File: src/rtl/psum_drain.sv
`default_nettype none
// ============================================================================
//  Module   : psum_drain
//  Purpose  : Drains the partial sums of one PE column. Shifts the column one
//             PE per cycle through o_psum_out_en, requantises each 16-bit
//             psum to signed DATA_WIDTH (round-half-up arithmetic shift with
//             saturation), packs PACK lanes per word and hands each word to
//             the ofmap buffer writer over valid/ready.
//  Ports    : i_clk, i_nrst (async, active-low)
//             i_start       - pulse, begin a drain (accepted only when idle)
//             i_shift_amt   - requant right-shift, latched on accepted start
//             i_psum        - chain-head psum (combinational view)
//             o_psum_out_en - shift enable to every PE in the column
//             o_busy        - accepted start until o_done
//             o_done        - 1-cycle pulse after the final word transfer
//             o_data        - packed word, lane 0 in the LSBs
//             o_valid/i_ready - word handshake, transfer = o_valid & i_ready
//  Revision : 1.0 - initial release
// ============================================================================
module psum_drain #(
    parameter int DATA_WIDTH = 8,
    parameter int NUM_PE     = 4,
    parameter int PACK       = 4
) (
    input  logic                       i_clk,
    input  logic                       i_nrst,
    input  logic                       i_start,
    input  logic [3:0]                 i_shift_amt,
    input  logic [2*DATA_WIDTH-1:0]    i_psum,
    output logic                       o_psum_out_en,
    output logic                       o_busy,
    output logic                       o_done,
    output logic [DATA_WIDTH*PACK-1:0] o_data,
    output logic                       o_valid,
    input  logic                       i_ready
);

    localparam int PW     = 2 * DATA_WIDTH;
    localparam int WW     = DATA_WIDTH * PACK;
    localparam int LANE_W = (PACK > 1) ? $clog2(PACK) : 1;
    localparam int CNT_W  = $clog2(NUM_PE + 1);

    localparam logic [LANE_W-1:0] LAST_LANE = LANE_W'(PACK - 1);
    localparam logic [CNT_W-1:0]  LAST_CNT  = CNT_W'(NUM_PE - 1);
    localparam logic signed [PW:0] SAT_MAX  = (PW + 1)'((2 ** (DATA_WIDTH - 1)) - 1);
    localparam logic signed [PW:0] SAT_MIN  = -SAT_MAX - (PW + 1)'(1);

    typedef enum logic [1:0] {
        S_IDLE  = 2'd0,
        S_DRAIN = 2'd1,
        S_FLUSH = 2'd2
    } state_t;

    state_t                  r_state;
    state_t                  w_state_nxt;
    logic [LANE_W-1:0]       r_lane;
    logic [CNT_W-1:0]        r_cnt;
    logic [3:0]              r_shift;
    logic [DATA_WIDTH-1:0]   r_lanes [PACK];
    logic [WW-1:0]           r_data;
    logic                    r_valid;
    logic                    r_done;

    logic                    w_xfer;
    logic                    w_data_free;
    logic                    w_last_lane;
    logic                    w_cap;
    logic                    w_load_full;
    logic                    w_load_part;
    logic                    w_done_nxt;
    logic [WW-1:0]           w_stage_word;
    logic [WW-1:0]           w_full_word;

    // ---------------- requantisation (one extra bit so the rounding add cannot overflow)
    logic signed [PW:0]      w_ext;
    logic signed [PW:0]      w_rnd;
    logic signed [PW:0]      w_sum;
    logic signed [PW:0]      w_shr;
    logic [DATA_WIDTH-1:0]   w_q;

    assign w_ext = {i_psum[PW-1], i_psum};
    assign w_rnd = (r_shift == 4'd0) ? '0 : ((PW + 1)'(1) <<< (r_shift - 4'd1));
    assign w_sum = w_ext + w_rnd;
    assign w_shr = w_sum >>> r_shift;

    always_comb begin
        w_q = w_shr[DATA_WIDTH-1:0];
        if (w_shr > SAT_MAX) begin
            w_q = SAT_MAX[DATA_WIDTH-1:0];
        end else if (w_shr < SAT_MIN) begin
            w_q = SAT_MIN[DATA_WIDTH-1:0];
        end
    end

    // ---------------- control
    assign w_xfer      = r_valid & i_ready;
    assign w_data_free = ~r_valid | i_ready;
    assign w_last_lane = (r_lane == LAST_LANE);

    always_comb begin
        w_state_nxt = r_state;
        w_cap       = 1'b0;
        w_load_part = 1'b0;
        w_done_nxt  = 1'b0;
        case (r_state)
            S_IDLE: begin
                if (i_start) begin
                    w_state_nxt = S_DRAIN;
                end
            end
            S_DRAIN: begin
                // Only a full lane set with a blocked output word stalls the column.
                w_cap = !(r_valid && !i_ready && w_last_lane);
                if (w_cap && (r_cnt == LAST_CNT)) begin
                    w_state_nxt = S_FLUSH;
                end
            end
            S_FLUSH: begin
                // A non-zero lane index means a partial word is still staged.
                w_load_part = (r_lane != '0) && w_data_free;
                if ((r_lane == '0) && w_xfer) begin
                    w_state_nxt = S_IDLE;
                    w_done_nxt  = 1'b1;
                end
            end
            default: begin
                w_state_nxt = S_IDLE;
            end
        endcase
    end

    assign w_load_full = w_cap & w_last_lane;

    // Staged lanes as a word; the full word takes the psum captured this cycle as the top lane.
    always_comb begin
        w_stage_word = '0;
        for (int i = 0; i < PACK; i++) begin
            w_stage_word[i*DATA_WIDTH +: DATA_WIDTH] = r_lanes[i];
        end
        w_full_word = w_stage_word;
        w_full_word[(PACK-1)*DATA_WIDTH +: DATA_WIDTH] = w_q;
    end

    // ---------------- state register
    always_ff @(posedge i_clk or negedge i_nrst) begin
        if (!i_nrst) begin
            r_state <= S_IDLE;
        end else begin
            r_state <= w_state_nxt;
        end
    end

    // ---------------- datapath registers
    always_ff @(posedge i_clk or negedge i_nrst) begin
        if (!i_nrst) begin
            r_lane  <= '0;
            r_cnt   <= '0;
            r_shift <= '0;
            r_data  <= '0;
            r_valid <= 1'b0;
            r_done  <= 1'b0;
            for (int i = 0; i < PACK; i++) begin
                r_lanes[i] <= '0;
            end
        end else begin
            r_done <= w_done_nxt;

            if ((r_state == S_IDLE) && i_start) begin
                r_shift <= i_shift_amt;
                r_cnt   <= '0;
                r_lane  <= '0;
            end

            if (w_cap) begin
                r_cnt <= r_cnt + CNT_W'(1);
                if (w_last_lane) begin
                    // Word leaves for o_data; clear staging so a later partial word pads with 0.
                    r_lane <= '0;
                    for (int i = 0; i < PACK; i++) begin
                        r_lanes[i] <= '0;
                    end
                end else begin
                    r_lanes[r_lane] <= w_q;
                    r_lane          <= r_lane + LANE_W'(1);
                end
            end

            if (w_load_part) begin
                r_lane <= '0;
                for (int i = 0; i < PACK; i++) begin
                    r_lanes[i] <= '0;
                end
            end

            if (w_load_full) begin
                r_data <= w_full_word;
            end else if (w_load_part) begin
                r_data <= w_stage_word;
            end

            if (w_load_full || w_load_part) begin
                r_valid <= 1'b1;
            end else if (w_xfer) begin
                r_valid <= 1'b0;
            end
        end
    end

    assign o_psum_out_en = w_cap;
    assign o_busy        = (r_state != S_IDLE);
    assign o_done        = r_done;
    assign o_data        = r_data;
    assign o_valid       = r_valid;

endmodule
`default_nettype wire
File: config.mk
export PLATFORM = sky130hd
export DESIGN_NAME = psum_drain
export DESIGN_NICKNAME = d
export VERILOG_FILES = /design/src/rtl/psum_drain.sv
export SDC_FILE = /design/constraint.sdc
export NUM_CORES = 1
export LEC_CHECK = 0
export CORE_UTILIZATION = 40
export CTS_CLUSTER_SIZE = 24
export DETAILED_ROUTE_END_ITERATION = 8
export PLACE_DENSITY = 0.56
export SYNTH_ARGS = -nofsm -noshare
export SYNTH_HDL_FRONTEND = slang
export SYNTH_SLANG_ARGS = --single-unit
File: constraint.sdc
create_clock -name i_clk -period 5.55 [get_ports i_clk]
set_clock_uncertainty 0.15 [all_clocks]
set_input_delay 1.11 -clock i_clk [delete_from_list [all_inputs] [get_ports i_clk]]
set_output_delay 1.11 -clock i_clk [all_outputs]
set_load 0.05 [all_outputs]
== Yosys cells after proc, flatten, opt, wreduce, memory -nomap -nowiden ==
Cells that the tools add are included.

* Add/sub/neg operators: 4
* Order comparisons: 4
* Equality and inequality tests: 7
* Shifts and indexed selects: 2
* Multiplexer cells: 27
* Bitwise operators: 5
* Reductions and logical operators: 21

{| class="wikitable"
|+ Operators with widths
! operator !! number
|-
| $mux 32 || 5
|-
| $bwmux 32 || 1
|-
| $mux 8 || 3
|-
| $add 16x17->17 || 1
|-
| $gt 17x8->1 const B || 1
|-
| $lt 17x8->1 const B || 1
|-
| $mux 17 || 1
|-
| $sshl 1x4->17 const A || 1
|-
| $sshr 17x4->17 || 1
|-
| $demux 8 s2 || 1
|-
| $mux 2 || 7
|-
| $reduce_bool 2->1 || 6
|-
| $logic_and 1x1->1 || 7
|-
| $mux 1 || 6
|-
| $mux 3 || 2
|-
| $ne 2x2->1 const B || 3
|-
| $pmux 2 s3 || 1
|-
| $eq 2x2->1 const B || 2
|-
| $logic_not 2->1 || 2
|-
| $logic_not 4->1 || 1
|-
| $sub 4x1->4 const B || 1
|-
| $add 3x1->3 const B || 1
|-
| $eq 3x2->1 const B || 1
|-
| $ge 3x3->1 const B || 1
|-
| other kinds (11) || 13
|}

* Register bits: 77
* Input bits: 24
* Word-level logic and storage cells: 81

== Longest topological paths before layout ==
* Depth in word-level cells: 12
* Mapped depth: 18

== Worst setup path after synthesis ==
OpenSTA, ideal clock, no wires.

* Path type: register -> register
* Start point: register r_shift[3]
* End point: register r_lanes[16] (netlist name)
* Setup time: 0.122 ns
* Arrival time: 4.116 ns
* Required time: 5.278 ns
* Path slack: 1.163 ns
* Stages on the path, launching flop included: 17
* Buffers on the path: 1
* Cells stage by stage: dfrtp_1 -> clkinv_1 -> nand2_1 -> clkbuf_1 -> nor2_1 -> ha_1 -> fa_1 -> a211oi_2 -> o21ai_2 -> a21oi_2 -> xnor2_1 -> a221oi_1 -> a221o_1 -> a22oi_2 -> o311ai_4 -> nand3_2 -> a32o_1

* Word-level cells in the longest chain between the ends: 12
* Elaborated cells on any way between the ends: 14
* Those cells by class: 2 x add/sub; 2 x order compare; 2 x shift; 7 x mux; 1 x reduce/logical

{| class="wikitable"
|+ Ends and longest elaborated chain
! what !! RTL line !! source
|-
| from (decl) || 58 || <nowiki>logic [3:0] r_shift;</nowiki>
|-
| from (signal assigned) || 169 || <nowiki>r_shift <= i_shift_amt;</nowiki>
|-
| $sub 4x1->4 || 82 || <nowiki>assign w_rnd = (r_shift == 4'd0) ? '0 : ((PW + 1)'(1) <<< (r_shift - 4'd1));</nowiki>
|-
| $sshl 1x4->17 || 82 ||
|-
| $mux 17 || 82 ||
|-
| $add 16x17->17 || 83 || <nowiki>assign w_sum = w_ext + w_rnd;</nowiki>
|-
| $sshr 17x4->17 * || 84 || <nowiki>assign w_shr = w_sum >>> r_shift;</nowiki>
|-
| $lt 17x8->1 || 90 || <nowiki>end else if (w_shr < SAT_MIN) begin</nowiki>
|-
| $mux 8 || 90 ||
|-
| $mux 8 * || 88 || <nowiki>if (w_shr > SAT_MAX) begin</nowiki>
|-
| $bwmux 32 * || 183 || <nowiki>r_lanes[r_lane] <= w_q;</nowiki>
|-
| $mux 32 * || 176 || <nowiki>if (w_last_lane) begin</nowiki>
|-
| $mux 32 * || 174 || <nowiki>if (w_cap) begin</nowiki>
|-
| $mux 32 * || 188 || <nowiki>if (w_load_part) begin</nowiki>
|-
| to (signal, indexed assignment) || 183 ||
|-
| to (decl) || 59 || <nowiki>logic [DATA_WIDTH-1:0] r_lanes [PACK];</nowiki>
|}

Every way passes the cells marked *; elsewhere a longest branch is shown, timed or not. The select of a mux whose other input is x is not followed.
A chain may end at the register's enable or synchronous reset.

== Worst setup path after layout ==
* Start point: input port i_psum[0]
* End point: register r_lanes[8] (netlist name)

* Word-level cells in the longest chain between the ends: 9
* Elaborated cells on any way between the ends: 10
* Those cells by class: 1 x add/sub; 2 x order compare; 1 x shift; 6 x mux

{| class="wikitable"
|+ Ends and longest elaborated chain
! what !! RTL line !! source
|-
| from (decl) || 29 || <nowiki>input logic [2*DATA_WIDTH-1:0] i_psum,</nowiki>
|-
| $add 16x17->17 * || 83 ||
|-
| $sshr 17x4->17 * || 84 ||
|-
| $lt 17x8->1 || 90 ||
|-
| $mux 8 || 90 ||
|-
| $mux 8 * || 88 ||
|-
| $bwmux 32 * || 183 ||
|-
| $mux 32 * || 176 ||
|-
| $mux 32 * || 174 ||
|-
| $mux 32 * || 188 ||
|}

Marks and branches as above.

==> run summary <==
DRT
-------------------------------------------------------------------------------------
Post-detailed-routing wire length ......................................      16.1 mm
Total DRC errors in the routed layout ..................................            0
First-pass iteration count of the detailed router ......................            5
Vias post-DR ...........................................................         5200
Antenna Nets Post-Route ................................................            0
Starting DRC count in detailed routing .................................          374
Via density ............................................................         5.94
Mean routed wirelength per cell ........................................      18.4 um

CRITICAL PATH
-------------------------------------------------------------------------------------
Type of element launching the critical path ............................ primary input
Class of the most critical setup path .................................. primary input to flop
Largest fanout on the critical path ....................................            9
Data arrival time of the worst path ....................................      5030 ps
Setup crit end kind ....................................................         flop
Critical Path RT .......................................................      5610 ps

FINAL LAYOUT
-------------------------------------------------------------------------------------
Post-route non-filler standard cell count ..............................          876
Growth of design area from synthesis to finish .........................        20.3%
Net count reported at finish ...........................................          742
Share of cells above drive strength 1 ..................................        11.0%
Diodes inserted ........................................................            0
End-of-flow core utilization ...........................................        49.7%

SYNTHESIS
-------------------------------------------------------------------------------------
Post-synth top flop ....................................................      dfrtp_1
Flops & latches, synth .................................................           77
Synth warn .............................................................            0
Area leader, netlist ...................................................      dfrtp_1
Number of synthesized flops with an enable pin .........................            0
Post-synth top area share ..............................................        34.9%
Post-Syn Area ..........................................................     5510 um2
Async set-or-reset flop fraction in the synthesized netlist ............         100%
Number of nets produced by synthesis ...................................          689
Number of library cell types mapped by synthesis .......................           85
Synthesized instance count .............................................          642
Sequential fraction of the synthesis area ..............................        34.9%
Cells taking the most area after synthesis ............................. dfrtp_1 (35%), nand2_1 (9.2%), ha_1 (5.0%)
Average cell area after synthesis ......................................     8.59 um2

FLOORPLANNING
-------------------------------------------------------------------------------------
Initial Util ...........................................................        41.3%
Die boundary width .....................................................       119 um
Die boundary height ....................................................       119 um
Standard-cell row count ................................................           42
Core Region ............................................................    13300 um2
Area of the die ........................................................    14300 um2
Count of boundary I/O pins .............................................           60

PWR
-------------------------------------------------------------------------------------
Leakage power summed over all cells ....................................   0.00305 uW
Switching share of total power .........................................        50.4%
Combinational cell fraction of total power .............................        65.7%
Switching pwr ..........................................................      2270 uW
Cell-internal power ....................................................      2240 uW
Proportion of power drawn by the clock network .........................        14.1%
Power density over cell area ...........................................   680 nW/um2
Peak supply drop .......................................................   0.000235 V
Overall power ..........................................................      4510 uW
Sequential share of power ..............................................        20.2%

JOB
-------------------------------------------------------------------------------------
Number of max-cap violations ...........................................            0

TIMING
-------------------------------------------------------------------------------------
Fin. max-slew vios .....................................................            0
Final count of negative-setup-slack endpoints ..........................            0
Worst slew pin tran ....................................................       973 ps
Final sum of negative setup slack ......................................         0 ps
Unrepaired setup endpoints after global routing ........................        false
Final hold violation count .............................................            0
Max Freq ...............................................................      202 MHz
Relative max-transition margin .........................................        35.1%
Time the final worst path needs with I/O delays and setup ..............      4960 ps
Final worst path period share ..........................................        89.4%
Final worst slack ......................................................       588 ps

CLOCK TREE
-------------------------------------------------------------------------------------
TritonCTS clock tree ...................................................         done
Number of H-tree levels ................................................            3
Clock-pin slew of the registers on the worst-case setup and hold paths .        60 ps
CTS max path bufs ......................................................            2
Inserted Clock Buffers .................................................            9
Clock tree root driver cell ............................................    clkbuf_16
Clock Sink Count .......................................................           77
Clock latency at the later pin of the worst-skew pair ..................       330 ps
Count of instances resized after the clock tree is built ...............            0
Hold bufs inserted after CTS ...........................................            0
Post-CTS setup-driven buffer insertion count ...........................            0

GLOBAL ROUTING
-------------------------------------------------------------------------------------
Number of global-route vias before repair ..............................         5055
GR Util All Layers .....................................................        23.5%
First-pass GRT wire length .............................................      26.5 mm
Overflow after GRT .....................................................            0
Number of antenna violations at the first check in global routing ......            0
Largest net degree at the start of global routing ......................           78

PLACE
-------------------------------------------------------------------------------------
Routability congestion estimate from global placement ..................        0.923
Worst slack, placed ....................................................       309 ps
Post-Place Cells .......................................................          860
Detail Placement HPWL ..................................................      12.4 mm
Count of port buffers added during placement ...........................           59

MIN PATH
-------------------------------------------------------------------------------------
Kind of path behind the tightest hold check ............................ flop to flop

RUN STATUS
-------------------------------------------------------------------------------------
Result of the run ...................................................... finished clean

## cell type report
cell class / count / area, um2
multi-input combinational: 508 / 3340
fill: 1316 / 6710
clock buffer: 10 / 229
sequential: 77 / 1930
inverter: 17 / 63.8
tap: 176 / 220
timing repair buffer: 82 / 761
clock inverter: 6 / 96.3
## state kept, by name, indices dropped and copies added (netlist names)
signal and count:
o_valid 1, r_cnt 3, r_lanes 32, r_lane 2, o_data 32, r_shift 4
o_done 1, r_state 2
## cells in the mapped netlist, drive strengths merged (12+ instances only)
| cell type | n |
|---|---|
| a211oi | 12 |
| a21o | 13 |
| a21oi | 35 |
| a32o | 17 |
| and2 | 12 |
| and3 | 14 |
| buf | 16 |
| clkbuf | 24 |
| dfrtp | 77 |
| ha | 22 |
| inv | 14 |
| nand2 | 135 |
| nand3 | 18 |
| nor2 | 51 |
| o21ai | 32 |
## cells in the final DEF, fill, tap and decap left out, types with 4 or more instances in the layout
cell type        synthesis  routed
nand2_1                135     135
dfrtp_1                 77      77
clkdlybuf4s50_1          0      58
nor2_1                  51      51
a21oi_1                 33      33
o21ai_0                 27      27
buf_4                    0      24
ha_1                    22      22
a32o_1                  17      17
inv_1                   14      14
and3_1                  14      14
nand3_1                 13      13
a21o_1                  12      12
and2_1                  10      10
a31oi_1                 10      10
a211oi_1                10      10
clkbuf_16                0       9
nor3_1                   8       8
xnor2_1                  7       7
nand4_1                  7       7
a32oi_1                  6       6
a311o_1                  6       6
o211a_1                  6       6
nand3_2                  5       5
mux2_2                   5       5
a221oi_1                 5       5
o211ai_1                 5       5
mux2i_1                  4       4
or3_1                    4       4
## power by group through the flow
stage	sequential, uW	combinational [uW]	clock (uW)
after floorplan	1220	1770	0
after global placement	918	2920	0
after detailed placement	923	2940	0
after CTS	915	2950	649
after global routing	941	3210	673
final	913	2960	635
## per-stage QoR
| step | hold slack, ps | area [um2] |
|---|---|---|
| 6_report | 314 | 6640 |
| 5_1_grt | 335 | 6640 |
| 4_1_cts | 320 | 6640 |
| 3_5_place_dp | 305 | 6310 |
| 3_3_place_gp | 301 | 6310 |
| 2_1_floorplan | 288 | 5510 |
## critical path: stages
cell             delay [ps]
clkdlybuf4s50_1         400
ha_1                    240
fa_1                    460
a211oi_2                310
o21ai_2                 160
a21oi_2                 210
xnor2_1                 150
a221oi_1                480
a221o_1                 400
a22oi_2                 120
o311ai_4                280
buf_4                   230
nand3_2                 150
a32o_1                  320
## final timing paths
check	from	to	slack, ps	cells after the start
worst max-delay path	i_psum[0]	r_lanes[8]	590	14
worst min-delay path	o_data[6]	o_data[6]	310	2
worst max register to register	r_shift[0]	r_lanes[8]	740	15
worst min register to register	o_data[6]	o_data[6]	310	2
max in group asynchronous	i_nrst	r_lanes[16]	3830	1
min in group asynchronous	i_nrst	r_cnt[0]	780	1
## cells by family (layout without fill, tap and decap cells)
family	Yosys count	after routing	synth area share [%]
AND/OR/NAND/NOR	271	271	23.5
other	1	1	0.0680
buffers and inverters	57	115	4.52
AO/OA/AOI/OAI	195	195	27.9
multiplexers	11	11	2.56
adder cells (fa/ha/maj)	23	23	5.36
XOR/XNOR	7	7	1.11
flip-flops	77	77	34.9
## per-layer routing
layer	global-route usage, %	vias to the layer above	share of wire (%)
met2	39.2	137	48
li1	-	2486	-
met1	31.4	2547	46
met3	2.92	30	3.9
met4	7.89	0	2.1
met5	0	-	0
(Power assumes the default switching activity.)
